$ cat config.mk
export PLATFORM = sky130hd
export DESIGN_NAME = vga_term_writer
export DESIGN_NICKNAME = d
export VERILOG_FILES = /design/src/rtl/vga_term_pkg.sv /design/src/rtl/vga_term_writer.sv
export SDC_FILE = /design/constraint.sdc
export NUM_CORES = 1
export LEC_CHECK = 0
export CORE_UTILIZATION = 50
export CTS_BUF_LIST = sky130_fd_sc_hd__clkbuf_2
export DETAILED_ROUTE_END_ITERATION = 10
export GPL_TIMING_DRIVEN = 1
export PLACE_DENSITY_LB_ADDON = 0.15
export SLEW_MARGIN = 10
export SYNTH_ARGS = -nofsm -noshare
export SYNTH_HDL_FRONTEND = slang
export SYNTH_SLANG_ARGS = --single-unit
$ cat constraint.sdc
create_clock -name clk -period 2.3 [get_ports clk]
set_input_delay 0.575 -clock clk [delete_from_list [all_inputs] [get_ports clk]]
set_output_delay 0.575 -clock clk [all_outputs]
set_load 0.05 [all_outputs]
$ cat src/rtl/vga_term_pkg.sv
// Shared constants, state encoding and key-classification helpers for the terminal write engine.
package vga_term_pkg;

    localparam int COLS_DEF = 70;
    localparam int ROWS_DEF = 30;
    localparam int H_W_DEF  = 7;
    localparam int V_W_DEF  = 5;

    localparam logic [7:0] ASC_SPACE = 8'h20;
    localparam logic [7:0] ASC_BS    = 8'h08;
    localparam logic [7:0] ASC_LF    = 8'h0A;
    localparam logic [7:0] ASC_CR    = 8'h0D;

    typedef enum logic [1:0] {
        IDLE  = 2'd0,
        PUT   = 2'd1,
        CLEAR = 2'd2,
        INIT  = 2'd3
    } term_state_t;

    function automatic logic is_printable(input logic [7:0] k);
        return (k >= 8'h20) && (k <= 8'h7E);
    endfunction

    function automatic logic is_newline(input logic [7:0] k);
        return (k == ASC_CR) || (k == ASC_LF);
    endfunction

endpackage

$ cat src/rtl/vga_term_writer.sv
// Terminal write engine: keycodes in, single-cell character-buffer writes out, cursor and scroll tracking.
// Optional VGA_TERM_CLEAR_ON_RESET_EN blanks the whole buffer after reset before accepting keys.
module vga_term_writer
    import vga_term_pkg::*;
#(
    parameter int COLS = COLS_DEF,
    parameter int ROWS = ROWS_DEF,
    parameter int H_W  = H_W_DEF,
    parameter int V_W  = V_W_DEF
) (
    input  logic               clk,
    input  logic               rst,
    input  logic               key_valid,
    input  logic [7:0]         key_data,
    output logic               key_ready,
    output logic               wr_en,
    output logic [H_W+V_W-1:0] wr_addr,
    output logic [7:0]         wr_data,
    output logic [H_W-1:0]     cur_h,
    output logic [V_W-1:0]     cur_v,
    output logic [V_W-1:0]     line_offset
);

    localparam logic [H_W-1:0] LAST_COL = H_W'(COLS - 1);
    localparam logic [V_W-1:0] LAST_ROW = V_W'(ROWS - 1);

    term_state_t          state_q, state_d;
    logic                 key_ready_q, key_ready_d;
    logic                 wr_en_q, wr_en_d;
    logic [H_W+V_W-1:0]   wr_addr_q, wr_addr_d;
    logic [7:0]           wr_data_q, wr_data_d;
    logic [H_W-1:0]       cur_h_q, cur_h_d;
    logic [V_W-1:0]       cur_v_q, cur_v_d;
    logic [V_W-1:0]       line_offset_q, line_offset_d;
    logic [7:0]           key_q, key_d;
    logic                 do_wr_q, do_wr_d;
    logic [H_W-1:0]       clr_q, clr_d;
    logic [V_W-1:0]       phys_row;
`ifdef VGA_TERM_CLEAR_ON_RESET_EN
    logic [V_W-1:0]       init_row_q, init_row_d;
`endif

    // Modulo-2^V_W wrap of the physical row is intentional.
    assign phys_row = cur_v_q + line_offset_q;

    always_comb begin
        state_d       = state_q;
        wr_en_d       = 1'b0;
        wr_addr_d     = wr_addr_q;
        wr_data_d     = wr_data_q;
        cur_h_d       = cur_h_q;
        cur_v_d       = cur_v_q;
        line_offset_d = line_offset_q;
        key_d         = key_q;
        do_wr_d       = do_wr_q;
        clr_d         = clr_q;
`ifdef VGA_TERM_CLEAR_ON_RESET_EN
        init_row_d    = init_row_q;
`endif
        case (state_q)
            IDLE: begin
                if (key_valid && key_ready_q) begin
                    key_d   = key_data;
                    state_d = PUT;
                    do_wr_d = is_printable(key_data);
                    // Backspace moves the cursor now so PUT blanks the cell it lands on.
                    if (key_data == ASC_BS) begin
                        if (cur_h_q != '0) begin
                            cur_h_d = cur_h_q - H_W'(1);
                            do_wr_d = 1'b1;
                        end else if (cur_v_q != '0) begin
                            cur_h_d = LAST_COL;
                            cur_v_d = cur_v_q - V_W'(1);
                            do_wr_d = 1'b1;
                        end
                    end
                end
            end
            PUT: begin
                if (do_wr_q) begin
                    wr_en_d   = 1'b1;
                    wr_addr_d = {cur_h_q, phys_row};
                    wr_data_d = is_printable(key_q) ? key_q : ASC_SPACE;
                end
                state_d = IDLE;
                if ((is_printable(key_q) && (cur_h_q == LAST_COL)) || is_newline(key_q)) begin
                    cur_h_d = '0;
                    if (cur_v_q < LAST_ROW) cur_v_d = cur_v_q + V_W'(1);
                    else                    line_offset_d = line_offset_q + V_W'(1);
                    clr_d   = '0;
                    state_d = CLEAR;
                end else if (is_printable(key_q)) begin
                    cur_h_d = cur_h_q + H_W'(1);
                end
            end
            CLEAR: begin
                wr_en_d   = 1'b1;
                wr_addr_d = {clr_q, phys_row};
                wr_data_d = ASC_SPACE;
                if (clr_q == LAST_COL) state_d = IDLE;
                else                   clr_d   = clr_q + H_W'(1);
            end
            INIT: begin
`ifdef VGA_TERM_CLEAR_ON_RESET_EN
                // clr_q doubles as the column counter; rows sweep fastest.
                wr_en_d    = 1'b1;
                wr_addr_d  = {clr_q, init_row_q};
                wr_data_d  = ASC_SPACE;
                init_row_d = init_row_q + V_W'(1);
                if (init_row_q == {V_W{1'b1}}) begin
                    if (clr_q == LAST_COL) state_d = IDLE;
                    else                   clr_d   = clr_q + H_W'(1);
                end
`else
                state_d = IDLE;
`endif
            end
            default: state_d = IDLE;
        endcase
        key_ready_d = (state_d == IDLE);
    end

    always_ff @(posedge clk) begin
        if (rst) begin
`ifdef VGA_TERM_CLEAR_ON_RESET_EN
            state_q    <= INIT;
            init_row_q <= '0;
`else
            state_q    <= IDLE;
`endif
            key_ready_q   <= 1'b0;
            wr_en_q       <= 1'b0;
            wr_addr_q     <= '0;
            wr_data_q     <= ASC_SPACE;
            cur_h_q       <= '0;
            cur_v_q       <= '0;
            line_offset_q <= '0;
            key_q         <= '0;
            do_wr_q       <= 1'b0;
            clr_q         <= '0;
        end else begin
`ifdef VGA_TERM_CLEAR_ON_RESET_EN
            init_row_q <= init_row_d;
`endif
            state_q       <= state_d;
            key_ready_q   <= key_ready_d;
            wr_en_q       <= wr_en_d;
            wr_addr_q     <= wr_addr_d;
            wr_data_q     <= wr_data_d;
            cur_h_q       <= cur_h_d;
            cur_v_q       <= cur_v_d;
            line_offset_q <= line_offset_d;
            key_q         <= key_d;
            do_wr_q       <= do_wr_d;
            clr_q         <= clr_d;
        end
    end

    assign key_ready   = key_ready_q;
    assign wr_en       = wr_en_q;
    assign wr_addr     = wr_addr_q;
    assign wr_data     = wr_data_q;
    assign cur_h       = cur_h_q;
    assign cur_v       = cur_v_q;
    assign line_offset = line_offset_q;

endmodule

==> results.toml, run 1 <==
[yosys]
ys_seq_elements = 57
netlist_instances = 371
synth_edf_count = 0
syn_area_per_cell_sq_um = 8.46
syn-num-nets = 401
synthFlopType = "dfxtp_1"
synth_seq_area_share_pct = 36.4
syn_area_sq_um = 3140
synth_cell_types = 52
synthArstFlopShare_pct = 0
yosysWarnings = 0

[floorplanning]
core_area_sq_um = 5990
die_h_um = 81.2
fp-row-count = 28
io_pins = 50
dieArea_sq_um = 6600
dieWidth_um = 81.2
initial_core_util_pct = 52.4

[critical_path]
cp.required_ps = 1730
cp_slowest_cell = "clkdlybuf4s50_1"
path_cells = "clkdlybuf4s50_1"
arrival_ps = 1660
crit_type = "register to output port"
rr_worst_depth = 9
critPathBufInv = 1
cpPeakStageDelay_ps = 800
rr_startpoint = "state_q[1]"
r2r-end = "cur_v[4]"
critical_path_peak_fanout = 2
r2r_slack_ps = 160
crit_start = "wr_data[5]"
crit_family = "buffers and inverters"
cp-end-kind = "output port"
start_kind = "register"

[global_routing]
grt_pass1_vias = 2684
grt_pass1_wl_mm = 12.4
overflow = 0
antenna_found_initial = 0
grt_max_degree = 44
grt.total_usage_pct = 24.6

[sta]
drv_slew = 0
maxSlewHeadroom_pct = 47.3
rsz0062_at_grt = "false"
finClkSkew_ps = 32.1
fin_ws_ps = 69.4
fin_crit_sh_pct = 97.0
final-hold-violation-count = 0
fmaxAchievable_mhz = 448
layout_min_cycle_time_ps = 2230
setup-violations-final = 0
worstMarginPinSlew_ps = 790

[final_layout]
syn_to_final_growth_pct = 26.7
fin_nets = 475
layout-drive-gt1-share_pct = 13.6
final_common_cell = "dfxtp_1"
n_antenna_cell = 0
layout_common_cells = "57 x dfxtp_1, 39 x nand2_1, 38 x nor2_1"
utilization_pct = 66.4
stdcell_count = 525

[route]
drc = 0
postRouteAntennaNets = 0
dr.pass1.iters = 4
dr_total_vias = 2911
drt_iter0_markers = 217
vias_per_cell = 5.54
drt-total-wl_mm = 7.35
drt-wirelength-per-cell_um = 14.0

[place]
dp_hpwl_mm = 5.35
dp_cells = 509
gp_congestion = 0.838
place_ws_ps = -257
port_buffers = 49

[run_status]
run_status = "complete, no violations"

[clock_network]
htree_levels = 3
clk_latency_ps = 500
cts_made_buffers = 9
tritoncts = "done"
max-clock-path-buffers = 2
cts-root-buf = "clkbuf_2"
clk_pin_slew_ps = 180
cts.sinks = 57

[worst_hold_path]
hp-start = "do_wr_q"
whs_path_depth = 2
hold_path_class = "register to register"
min_to = "do_wr_q"

[pwr]
p_leak_nw = 1.76
ir_drop_mv = 0.335
power.density_nw_per_um2 = 514

[flow_run]
drv_cap = 0
## synth_stat cells, types with 6 or more instances
cell type | instances | share of area (%)
a211oi_1 | 10 | 2.4
a21oi_1 | 34 | 5.4
a22oi_1 | 6 | 1.4
clkbuf_1 | 9 | 1.1
dfxtp_1 | 57 | 36
ha_1 | 17 | 6.8
inv_1 | 15 | 1.8
mux2i_1 | 11 | 3.5
nand2_1 | 39 | 4.7
nand2b_1 | 6 | 1.2
nand3_1 | 17 | 2.7
nor2_1 | 38 | 4.5
o21ai_0 | 15 | 2.4
xnor2_1 | 8 | 2.2
xor2_1 | 8 | 2.2
## worst max-delay path by stage
stage               cells past startpoint  slack (ps)     endpoint
global placement                        7        -220     cur_h[0]
finish                                  1          70   wr_data[5]
global route                            1        0.09  wr_addr[10]
detailed placement                      7        -260     cur_h[6]
CTS                                     1           3    key_ready
floorplan                               7           9     clr_q[3]
## metrics by stage
step                      instance area [sq um]  hold slack (ps)  power [mW]  TNS, ps
after global placement                     3830              442        1.31    -1960
after floorplan                            3140              432        1.22        0
after CTS                                  3950              480        2.05        0
after detailed placement                   3830              450        1.32    -2340
final                                      3980              480        2.04        0
after global routing                       3980              502        2.13        0
## flip-flops by register name, summed over array words and instances (netlist names)
signal       cells
wr_data          8
do_wr_q          1
key_q            8
state_q          2
wr_addr         12
key_ready        1
wr_en            1
cur_v            5
cur_h            7
line_offset      5
clr_q            7
## metal layers
layer | vias to the layer above | routed length (um) | GRT usage, %
met5 | - | 0 | 0
met4 | 0 | 132 | 9.82
met3 | 12 | 361 | 5.62
met2 | 76 | 3420 | 40.6
met1 | 1354 | 3440 | 30.9
li1 | 1469 | - | -
## power by group
group          switching, mW  internal, mW  leakage (nW)  total (mW)
registers             0.0196          1.01         0.460        1.03
logic                  0.157         0.113          1.21       0.270
clock network          0.387         0.359        0.0817       0.746
## kinds of logic (layout without fill, tap and decap cells)
| group | Yosys count | after routing | share of synthesized area [%] |
|---|---|---|---|
| AOI/OAI and AO/OA | 94 | 94 | 19.4 |
| xor gates and xnor gates | 16 | 16 | 4.47 |
| adders and majority gates | 19 | 19 | 8.05 |
| buffers and inverters | 31 | 110 | 5.02 |
| DFF | 57 | 57 | 36.4 |
| muxes | 11 | 11 | 3.51 |
| and+or+nand+nor | 143 | 143 | 23.2 |
## layout make-up
cell class	count	area [sq um]
Clock buffer	10	50.0
Fill cell	544	2020
Tap cell	75	93.8
Multi-Input combinational cell	283	1840
Inverter	15	56.3
Clock inverter	6	82.6
Sequential cell	57	1140
Timing Repair Buffer	79	712
## what timing repair did
item	in CTS	in global routing
endpoints found under the setup margin	13	11
hold buffers	0	0
resized for setup	13	11
setup buffers	0	0
No activity file was read; power rests on OpenSTA's default activity.
==> run 2, diff against run 1 <==
--- a/config.mk
+++ b/config.mk
@@ -5,10 +5,12 @@
 export SDC_FILE = /design/constraint.sdc
 export NUM_CORES = 1
 export LEC_CHECK = 0
+export ABC_AREA = 0
 export CORE_UTILIZATION = 50
 export CTS_BUF_LIST = sky130_fd_sc_hd__clkbuf_2
 export DETAILED_ROUTE_END_ITERATION = 10
 export GPL_TIMING_DRIVEN = 1
+export HOLD_SLACK_MARGIN = 0.1
 export PLACE_DENSITY_LB_ADDON = 0.15
 export SLEW_MARGIN = 10
 export SYNTH_ARGS = -nofsm -noshare
==> results of run 2 <==
No change in the layout: final DEF, timing and power equal those of run 1.
==> run 3, diff against run 2 <==
--- a/config.mk
+++ b/config.mk
@@ -6,8 +6,9 @@
 export NUM_CORES = 1
 export LEC_CHECK = 0
 export ABC_AREA = 0
-export CORE_UTILIZATION = 50
+export CORE_UTILIZATION = 56
 export CTS_BUF_LIST = sky130_fd_sc_hd__clkbuf_2
+export CTS_CLUSTER_SIZE = 40
 export DETAILED_ROUTE_END_ITERATION = 10
 export GPL_TIMING_DRIVEN = 1
 export HOLD_SLACK_MARGIN = 0.1
==> run 3 against run 2 <==
  * Combinational power down 2%
  * Core utilization rose by 8.3 points
  * Final area down 1.7%
  * Clock power is 35% lower
  * Largest cell class unchanged
  * Highest routed layer unchanged
==> results.toml, run 3 (same netlist as run 1, synthesis figures left out) <==
[floorplanning]
core_area_sq_um = 5240
die_h_um = 76.9
dieWidth_um = 76.9
dieArea_sq_um = 5910
initial_core_util_pct = 59.9
fp-row-count = 26
io_pins = 50

[sta]
worstMarginPinSlew_ps = 833
finClkSkew_ps = 31.4
final-hold-violation-count = 0
layout_min_cycle_time_ps = 2220
fin_crit_sh_pct = 96.7
setup-violations-final = 0
setup_tns_ps = 0
maxSlewHeadroom_pct = 44.5
drv_slew = 0
fmaxAchievable_mhz = 450

[critical_path]
path_cells = "clkdlybuf4s50_1"
cp-end-kind = "output port"
rr_worst_depth = 9
crit_start = "wr_data[5]"
r2r_slack_ps = 180
cpPeakStageDelay_ps = 810
critical_path_peak_fanout = 2
rr_startpoint = "state_q[1]"
cp.required_ps = 1730
cp_slowest_cell = "clkdlybuf4s50_1"
crit_type = "register to output port"
r2r-end = "cur_v[4]"
arrival_ps = 1650
crit_family = "buffers and inverters"
critPathBufInv = 1
start_kind = "register"

[global_routing]
grtUsageMet2_pct = 46.0
grt.total_usage_pct = 26.9
met3_usage_pct = 8.81
top_usage_layer = "met2"
overflow = 0
grt_pass1_vias = 2757
grt_max_degree = 48
grtUsageMet1_pct = 31.4
grt_pass1_wl_mm = 12.7
antenna_found_initial = 0

[clock_network]
max-clock-path-buffers = 2
cts-root-buf = "clkbuf_2"
htree_levels = 3
clk_latency_ps = 490
cts.sinks = 57
cts_made_buffers = 9
tritoncts = "done"
clk_pin_slew_ps = 170
cts_hold_buffers = 0

[pwr]
power.density_nw_per_um2 = 454
sequentialPowerShare_pct = 57.8
p_clk_share_pct = 27.3
p_comb_share_pct = 14.9
p_leak_nw = 1.67
totalPowerFinal_mw = 1.78
internal_power_mw = 1.23
switchingPower_uw = 542
netSwitchingFraction_pct = 30.5
ir_drop_mv = 0.371

[final_layout]
multiInputGateArea_sq_um = 1860
n_antenna_cell = 0
seqCellArea_sq_um = 1140
stdcell_count = 519
syn_to_final_growth_pct = 24.5
fin_nets = 474
layout_common_cells = "57 x dfxtp_1, 39 x nand2_1, 38 x nor2_1"
n_fill_cell = 431
layout-drive-gt1-share_pct = 12.9
largest_reg_flops = 12
final_common_cell = "dfxtp_1"

[route]
drc = 0
drt_iter0_markers = 143
dr.pass1.iters = 4
postRouteAntennaNets = 0
dr_total_vias = 2947
drt-total-wl_mm = 7.44
drt-wirelength-per-cell_um = 14.3
vias_per_cell = 5.68

[run_status]
run_status = "complete, no violations"

[place]
port_buffers = 49
dp_cells = 501
dp_hpwl_mm = 5.39
gp_congestion = 0.832

[worst_hold_path]
hp-start = "wr_addr[0]"
min_to = "wr_addr[0]"
whs_path_depth = 2
hold_path_class = "register to register"

[flow_run]
drv_cap = 0
-- run 3: changes by cell type in the layout (fill, tap and decap cells not counted), sizes merged --
cell / change
bufinv: -2
clkbuf: -1
clkdlybuf4s50: +2
clkinv: +4
clkinvlp: -1
dlymetal6s2s: -3
-- run 3: per-stage QoR --
stage	instance area, sq um	util [%]	setup slack [ps]	hold WS [ps]
6_report	3910	74.6	75.6	478
2_1_floorplan	3140	-	8.92	432
5_1_grt	3910	74.6	-1.97	505
4_1_cts	3860	73.6	18.6	480
3_5_place_dp	3800	72.6	-264	457
3_3_place_gp	3800	72.6	-197	442
-- run 3: how the worst max path moves through the flow --
| stage | endpoint | slack [ps] | cells after the start |
|---|---|---|---|
| after floorplan | clr_q[3] | 9 | 7 |
| after global placement | cur_h[2] | -200 | 7 |
| after detailed placement | cur_v[1] | -260 | 8 |
| after CTS | wr_addr[1] | 20 | 1 |
| after global routing | cur_v[1] | -2 | 10 |
| final | wr_data[5] | 80 | 1 |
-- run 3: power by group through the flow --
stage                     Combinational (mW)  Clock [mW]  Sequential, mW
after floorplan                        0.152           0            1.07
after global placement                 0.258           0            1.05
after detailed placement               0.264           0            1.05
after CTS                              0.261       0.491            1.03
after global routing                   0.290       0.536            1.03
final                                  0.264       0.485            1.03
-- run 3: area by class of cell --
type	count	share of cell area [%]
Tap cell	70	2.24
Timing Repair Buffer	78	17.8
Sequential cell	57	29.2
Clock buffer	9	1.15
Inverter	15	1.44
Multi-Input combinational cell	283	47.5
Clock inverter	7	0.704
-- run 3: layer usage --
metal | vias up | part of all wire, %
met5 | - | 0
met4 | 0 | 1.4
met3 | 12 | 4.4
met2 | 79 | 50
met1 | 1381 | 44
li1 | 1475 | -
-- run 3: timing repair --
action                                 in CTS  in global routing
setup endpoints to repair                  13                 14
resized for setup                          13                 12
pin swaps                                   0                  2
buffers inserted                            0                  2
endpoints found under the hold margin       0                  0
-- run 3: worst min-delay path, cell delays in order (launching register included) --
cell and delay [ps]:
dfxtp_1 350, nand2_1 50, a21oi_1 50
